[src/rtl/alu_multicycle_unit.sv]
// alu_multicycle_unit: handshaked ALU with single-cycle ops and iterative multiply/divide.
// Results and flags are registered; MUL/DIV run one shift-add or restoring-subtract step per cycle.
module alu_multicycle_unit #(
    parameter int WIDTH = 32
) (
    input  logic             Clk,
    input  logic             Reset,
    input  logic             In_Valid,
    output logic             In_Ready,
    input  logic [3:0]       ALUControl,
    input  logic [WIDTH-1:0] A,
    input  logic [WIDTH-1:0] B,
    output logic             Out_Valid,
    input  logic             Out_Ready,
    output logic [WIDTH-1:0] ResultLo,
    output logic [WIDTH-1:0] ResultHi,
    output logic             Zero,
    output logic             Overflow,
    output logic             DivByZero
);
    localparam int SHW = $clog2(WIDTH);
    localparam int CNTW = $clog2(WIDTH) + 1;
    localparam logic [3:0] OP_ADD = 4'h0, OP_SUB = 4'h1, OP_MUL = 4'h2, OP_AND = 4'h3,
                           OP_OR = 4'h4, OP_SLT = 4'h5, OP_SEQ = 4'h6, OP_SNE = 4'h7,
                           OP_SRL = 4'h8, OP_SLL = 4'h9, OP_ROTR = 4'hA, OP_CLO = 4'hB,
                           OP_CLZ = 4'hC, OP_MULU = 4'hD, OP_DIV = 4'hE, OP_DIVU = 4'hF;

    typedef enum logic [1:0] {IDLE, BUSY, DONE} state_t;
    state_t state, state_nxt;

    logic [CNTW-1:0]    cnt;
    logic [WIDTH-1:0]   wh, wl, wb, a_raw;
    logic               op_div, neg_q, neg_r, dbz;
    logic               accept, is_multi, sgn, sa, sb;
    logic [WIDTH-1:0]   ma, mb, sum, dif, rot, sc_lo;
    logic               sc_ov;
    logic [SHW-1:0]     sh;
    logic [WIDTH:0]     msum, dsh, dtr;
    logic [WIDTH-1:0]   n_hi, n_lo, f_hi, f_lo;
    logic [2*WIDTH-1:0] prod, prodf;

    function automatic logic [CNTW-1:0] clz(input logic [WIDTH-1:0] x);
        clz = CNTW'(WIDTH);
        for (int i = 0; i < WIDTH; i++) if (x[i]) clz = CNTW'(WIDTH - 1 - i);
    endfunction

    assign In_Ready  = Reset && (state == IDLE || (state == DONE && Out_Ready));
    assign Out_Valid = state == DONE;
    assign accept    = In_Valid && In_Ready;
    assign is_multi  = ALUControl inside {OP_MUL, OP_MULU, OP_DIV, OP_DIVU};

    // Signed MUL/DIV iterate on magnitudes; the sign is restored on the final step
    assign sgn = ALUControl == OP_MUL || ALUControl == OP_DIV;
    assign sa  = sgn && A[WIDTH-1];
    assign sb  = sgn && B[WIDTH-1];
    assign ma  = sa ? -A : A;
    assign mb  = sb ? -B : B;

    assign sh  = B[SHW-1:0];
    assign sum = A + B;
    assign dif = A - B;
    assign rot = WIDTH'({A, A} >> sh);

    always_comb begin
        sc_lo = '0;
        sc_ov = 1'b0;
        case (ALUControl)
            OP_ADD:  begin sc_lo = sum; sc_ov = A[WIDTH-1] == B[WIDTH-1] && sum[WIDTH-1] != A[WIDTH-1]; end
            OP_SUB:  begin sc_lo = dif; sc_ov = A[WIDTH-1] != B[WIDTH-1] && dif[WIDTH-1] != A[WIDTH-1]; end
            OP_AND:  sc_lo = A & B;
            OP_OR:   sc_lo = A | B;
            OP_SLT:  sc_lo = WIDTH'($signed(A) < $signed(B));
            OP_SEQ:  sc_lo = WIDTH'(A == B);
            OP_SNE:  sc_lo = WIDTH'(A != B);
            OP_SRL:  sc_lo = A >> sh;
            OP_SLL:  sc_lo = A << sh;
            OP_ROTR: sc_lo = rot;
            OP_CLO:  sc_lo = WIDTH'(clz(~A));
            OP_CLZ:  sc_lo = WIDTH'(clz(A));
            default: sc_lo = '0;
        endcase
    end

    // wh:wl is the product/multiplier pair for MUL and remainder/dividend pair for DIV
    assign msum = {1'b0, wh} + (wl[0] ? {1'b0, wb} : '0);
    assign dsh  = {wh, wl[WIDTH-1]};
    assign dtr  = dsh - {1'b0, wb};
    assign n_hi = op_div ? (dtr[WIDTH] ? dsh[WIDTH-1:0] : dtr[WIDTH-1:0]) : msum[WIDTH:1];
    assign n_lo = op_div ? {wl[WIDTH-2:0], ~dtr[WIDTH]} : {msum[0], wl[WIDTH-1:1]};
    assign prod  = {n_hi, n_lo};
    assign prodf = neg_q ? -prod : prod;
    assign f_lo = !op_div ? prodf[WIDTH-1:0] : dbz ? '1 : neg_q ? -n_lo : n_lo;
    assign f_hi = !op_div ? prodf[2*WIDTH-1:WIDTH] : dbz ? a_raw : neg_r ? -n_hi : n_hi;

    always_comb begin
        state_nxt = state;
        case (state)
            IDLE:    if (accept) state_nxt = is_multi ? BUSY : DONE;
            BUSY:    if (cnt == '0) state_nxt = DONE;
            DONE:    if (Out_Ready) state_nxt = !In_Valid ? IDLE : is_multi ? BUSY : DONE;
            default: state_nxt = IDLE;
        endcase
    end

    always_ff @(posedge Clk or negedge Reset) begin
        if (!Reset) state <= IDLE;
        else        state <= state_nxt;
    end

    always_ff @(posedge Clk or negedge Reset) begin
        if (!Reset) begin
            cnt       <= '0;
            wh        <= '0;
            wl        <= '0;
            wb        <= '0;
            a_raw     <= '0;
            op_div    <= 1'b0;
            neg_q     <= 1'b0;
            neg_r     <= 1'b0;
            dbz       <= 1'b0;
            ResultLo  <= '0;
            ResultHi  <= '0;
            Zero      <= 1'b0;
            Overflow  <= 1'b0;
            DivByZero <= 1'b0;
        end else if (accept && is_multi) begin
            cnt    <= CNTW'(WIDTH - 1);
            wh     <= '0;
            wl     <= ma;
            wb     <= mb;
            a_raw  <= A;
            op_div <= ALUControl == OP_DIV || ALUControl == OP_DIVU;
            neg_q  <= sa ^ sb;
            neg_r  <= sa;
            dbz    <= (ALUControl == OP_DIV || ALUControl == OP_DIVU) && B == '0;
        end else if (accept) begin
            ResultLo  <= sc_lo;
            ResultHi  <= '0;
            Zero      <= sc_lo == '0;
            Overflow  <= sc_ov;
            DivByZero <= 1'b0;
        end else if (state == BUSY) begin
            wh <= n_hi;
            wl <= n_lo;
            if (cnt == '0) begin
                ResultLo  <= f_lo;
                ResultHi  <= f_hi;
                Zero      <= f_lo == '0;
                Overflow  <= 1'b0;
                DivByZero <= dbz;
            end else begin
                cnt <= cnt - 1'b1;
            end
        end
    end
endmodule

[config.mk]
export PLATFORM = sky130hd
export DESIGN_NAME = alu_multicycle_unit
export DESIGN_NICKNAME = d
export VERILOG_FILES = /design/src/rtl/alu_multicycle_unit.sv
export SDC_FILE = /design/constraint.sdc
export NUM_CORES = 1
export LEC_CHECK = 0
export CORE_UTILIZATION = 45
export CTS_BUF_LIST = sky130_fd_sc_hd__clkbuf_8
export DETAILED_ROUTE_END_ITERATION = 16
export GPL_TIMING_DRIVEN = 0
export SLEW_MARGIN = 20
export SYNTH_ARGS = -nofsm -noshare
export SYNTH_HDL_FRONTEND = slang
export SYNTH_SLANG_ARGS = --single-unit
export TNS_END_PERCENT = 50
[constraint.sdc]
create_clock -name Clk -period 10 [get_ports Clk]
set_input_delay 3 -clock Clk [delete_from_list [all_inputs] [get_ports Clk]]
set_output_delay 3 -clock Clk [all_outputs]
set_load 0.05 [all_outputs]
==> results.md <==
• finished, violations left — result of the run
• setup timing — violated checks
• 0.0292 mm2 — area after detailed placement
• 11 — CP Max Fanout
• buffers and inverters — largest delay contributor family on the critical path
• 0 — post-cts resize count
• 12.8% — relative area change from synthesis to final layout
• 141 — Ports
• 207 — #FFs+latches synth
• 0.0602 mm2 — full die area
• sky130_fd_sc_hd__dfrtp_1 (19%), sky130_fd_sc_hd__ha_1 (8.1%), sky130_fd_sc_hd__o21ai_0 (7.4%) — ranking of synthesized cells by area
• 0.478 ns — final-layout worst hold slack
• 4588 — Starting DRT DRC Count
• 0.0581 mm2 — core outline area
• 71.7% — met2 demand-to-capacity share in global routing
• 123 mm — Post-DP HPWL
• 0 — post-route DRC violation count
• 103 — post-synth cell types
• 0 — Yosys warnings
• 1.39 ns — transition at the pin with the smallest max-transition slack
• sky130_fd_sc_hd__nand2_1 (426), sky130_fd_sc_hd__o21ai_0 (392), sky130_fd_sc_hd__nor2_1 (329) — commonest cells after routing, fill and taps aside
• 154 mm — post-detailed-routing wire length
• sky130_fd_sc_hd__clkbuf_8 — Root Driver
• sky130_fd_sc_hd__clkbuf_1 — most numerous cell on the critical path
• 101% — fraction of the cycle the final worst path needs
• 10.58 ns — required arrival time at the worst endpoint
• 0.249 mV — Max VDD drop
• 85 — pin count of the biggest net entering global routing
• 0 — Post-synth EDFFs
• 6.64% — Max-slew headroom
• 9 — number of antenna violations at the first check in global routing
• 0 — gr ovfl total
• 10.07 ns — shortest clock period the worst path allows after layout
• 138 — Port-buffer cells
• 10.65 ns — signal arrival time at the worst endpoint
• 7.42 um2 — post-synthesis average cell area
• 33.5 um — Routed WL per cell
• -0.468 ns — worst setup slack before clock tree synthesis
• 0.86 ns — CP peak stage delay
• 4503 — Placed Cells incl. Taps
• 0.0687 ns — final worst clock skew
• 32100 — via total after detailed routing
• sky130_fd_sc_hd__dfrtp_1 — post-synthesis cell type with the largest combined area
• 19.4% — top-area cell type share of the netlist area
• 0.0199 mm2 — area of the multi-input gates
• 0 — buffers inserted by post-CTS timing repair
• 14.8% — met3 global-route usage
• sky130_fd_sc_hd__a221oi_1 — slowest CP cell
• 0 — number of maximum-capacitance constraint violations
• 29500 — via count of the first global-routing pass
• 0.06 ns — clock input transition at the sequential cells of the worst setup and hold paths
• 4031 — nets
• 2 — number of H-tree branching levels
• 216 mm — global-route wire length before repair
• 3 — maximum clock insertion buffer count
• -0.0741 ns — summed negative setup slack over all endpoints
• 1 — number of endpoints failing setup at the final stage
• 0.00518 mm2 — storage element area
• 6.61% — layout cells sized above 1
• 245 um — die span in y
• 12.1 nW — Leak Pwr
• input port to register — critical setup path kind
• 50.0% — global-route total usage across every layer
• 3590 — gate count of the mapped netlist
• 4578 — Non-Filler Instances
• 7.01 — via density per instance
• sky130_fd_sc_hd__dfrtp_1 — leading register cell type out of synthesis
• 41 — number of buffers added by the clock tree synthesis step
• 100% — fraction of registers with async set or reset after synthesis
• 19.4% — portion of the post-synthesis area used by sequential elements
• 0 — residual antenna-violating net count after detailed routing
• 45.8% — initial standard-cell utilization of the core
• 3838 — post-synthesis net count
• 289 mW/mm2 — PD cells
• 0 — number of max-slew violations in the final report
• 0 — Post-CTS Hold Fix Bufs
• -0.0741 ns — Setup WS post-layout
• 6 — count of buffer and inverter cells on the critical path
• 1.13 — global placer's final weighted congestion
• 88 — standard-cell rows
• 0.66 ns — clock latency of the later-clocked register in the worst-skew pair
• 0.0301 mm2 — Finished Cell Area
• register to register — Worst Hold Class
• sky130_fd_sc_hd__nand2_1 — most common cell after layout, fill and taps aside
• yes — TritonCTS clock tree
• 207 — CTS Sinks
• 0 — number of hold violations in the final report
• 99.3 MHz — Highest Clock Rate
• 5988 — # fillers
• 51.7% — Final Core Density
• 245 um — die width
• met2 — Top Usage Layer GRT
• clkdlybuf4s50_1 -> inv_1 -> clkbuf_1 -> buf_1 -> clkbuf_1 -> ha_1 -> clkbuf_1 -> nor4_2 -> nand4_1 -> or3_1 -> nand3_1 -> o21ai_0 -> a221oi_1 -> o221ai_1 -> or4_1 -> nor4_1 -> nand4_1 -> nand3_1 — cell chain of the critical path
• input port — CP startpoint kind
• 6 — drt first pass iters
• register — Critical Path Sink Type
• 61.4% — GR Util met1
• 0.0266 mm2 — area of the mapped netlist
• false — unrepaired setup endpoints after global routing
• 8.68 mW — Pwr Total
## worst paths after layout
path,cells after the start,to,start,slack (ns)
hold / removal,1,ResultLo[6],ResultLo[6],0.48
hold reg to reg,1,ResultLo[6],ResultLo[6],0.48
setup / recovery,18,Zero,B[3],-0.07
max in group asynchronous,2,wb[5],Reset,6.78
setup reg to reg,27,ResultHi[28],wl[31],1.16
min in group asynchronous,1,wh[18],Reset,2.26
## final cells by class
type                            count  area share, %
Timing Repair Buffer              150           5.04
Inverter                          168           2.10
Tap cell                          765           3.18
Buffer                            255           3.31
Sequential cell                   207           17.2
Multi-Input combinational cell   2960           66.3
Antenna cell                        3         0.0250
Clock inverter                     17          0.412
Clock buffer                       53           2.43
## kinds of logic (layout without fill, tap and decap cells)
family                   count (synthesis)  in the layout  synth area share, %
other                                    0              3                    0
multiplexers                           166            166                 9.35
adder cells (fa/ha/maj)                176            176                 8.38
AND/OR/NAND/NOR                       1245           1245                 21.8
flip-flops                             207            207                 19.4
XOR/XNOR                               181            181                 6.05
buffers and inverters                  423            643                 6.11
AO/OA/AOI/OAI                         1192           1192                 28.9
## flip-flops by register name, summed over array words and instances (netlist names), 2 cells and up
signal    count
wl           32
wb           32
wh           32
cnt           6
ResultHi     32
a_raw        32
ResultLo     32
state         2
## report_power, final
| group | leakage, nW | internal (mW) | switching, mW |
|---|---|---|---|
| Sequential | 2.60 | 1.17 | 0.444 |
| Combinational | 9.04 | 2.03 | 4.09 |
| Clock | 0.467 | 0.505 | 0.437 |
## synth_stat cells (27+ instances only)
library cell and number:
sky130_fd_sc_hd__o31ai_1 43, sky130_fd_sc_hd__o211ai_1 43, sky130_fd_sc_hd__nor2_1 330, sky130_fd_sc_hd__a21o_1 48, sky130_fd_sc_hd__clkbuf_1 209, sky130_fd_sc_hd__mux2i_1 73, sky130_fd_sc_hd__nand2b_1 28, sky130_fd_sc_hd__nand3_1 103
sky130_fd_sc_hd__and3_1 30, sky130_fd_sc_hd__nand2_1 426, sky130_fd_sc_hd__a21oi_1 252, sky130_fd_sc_hd__dfrtp_1 207, sky130_fd_sc_hd__nand4_1 36, sky130_fd_sc_hd__o21ai_0 393, sky130_fd_sc_hd__a221oi_1 34, sky130_fd_sc_hd__and2_1 58
sky130_fd_sc_hd__o22ai_1 27, sky130_fd_sc_hd__buf_1 32, sky130_fd_sc_hd__nor3_1 79, sky130_fd_sc_hd__ha_1 172, sky130_fd_sc_hd__or3_1 28, sky130_fd_sc_hd__inv_1 163, sky130_fd_sc_hd__mux2_2 27, sky130_fd_sc_hd__nor4_1 33
sky130_fd_sc_hd__a31oi_1 42, sky130_fd_sc_hd__mux4_2 62, sky130_fd_sc_hd__o221ai_1 32, sky130_fd_sc_hd__xnor2_1 128, sky130_fd_sc_hd__xor2_1 51, sky130_fd_sc_hd__a211oi_1 34
## metal layers
metal,part of all wire [%],vias up
met2,40,2523
met5,0.038,-
met4,10,10
met3,13,647
met1,37,15300
li1,-,13600
(Power assumes the default switching activity.)
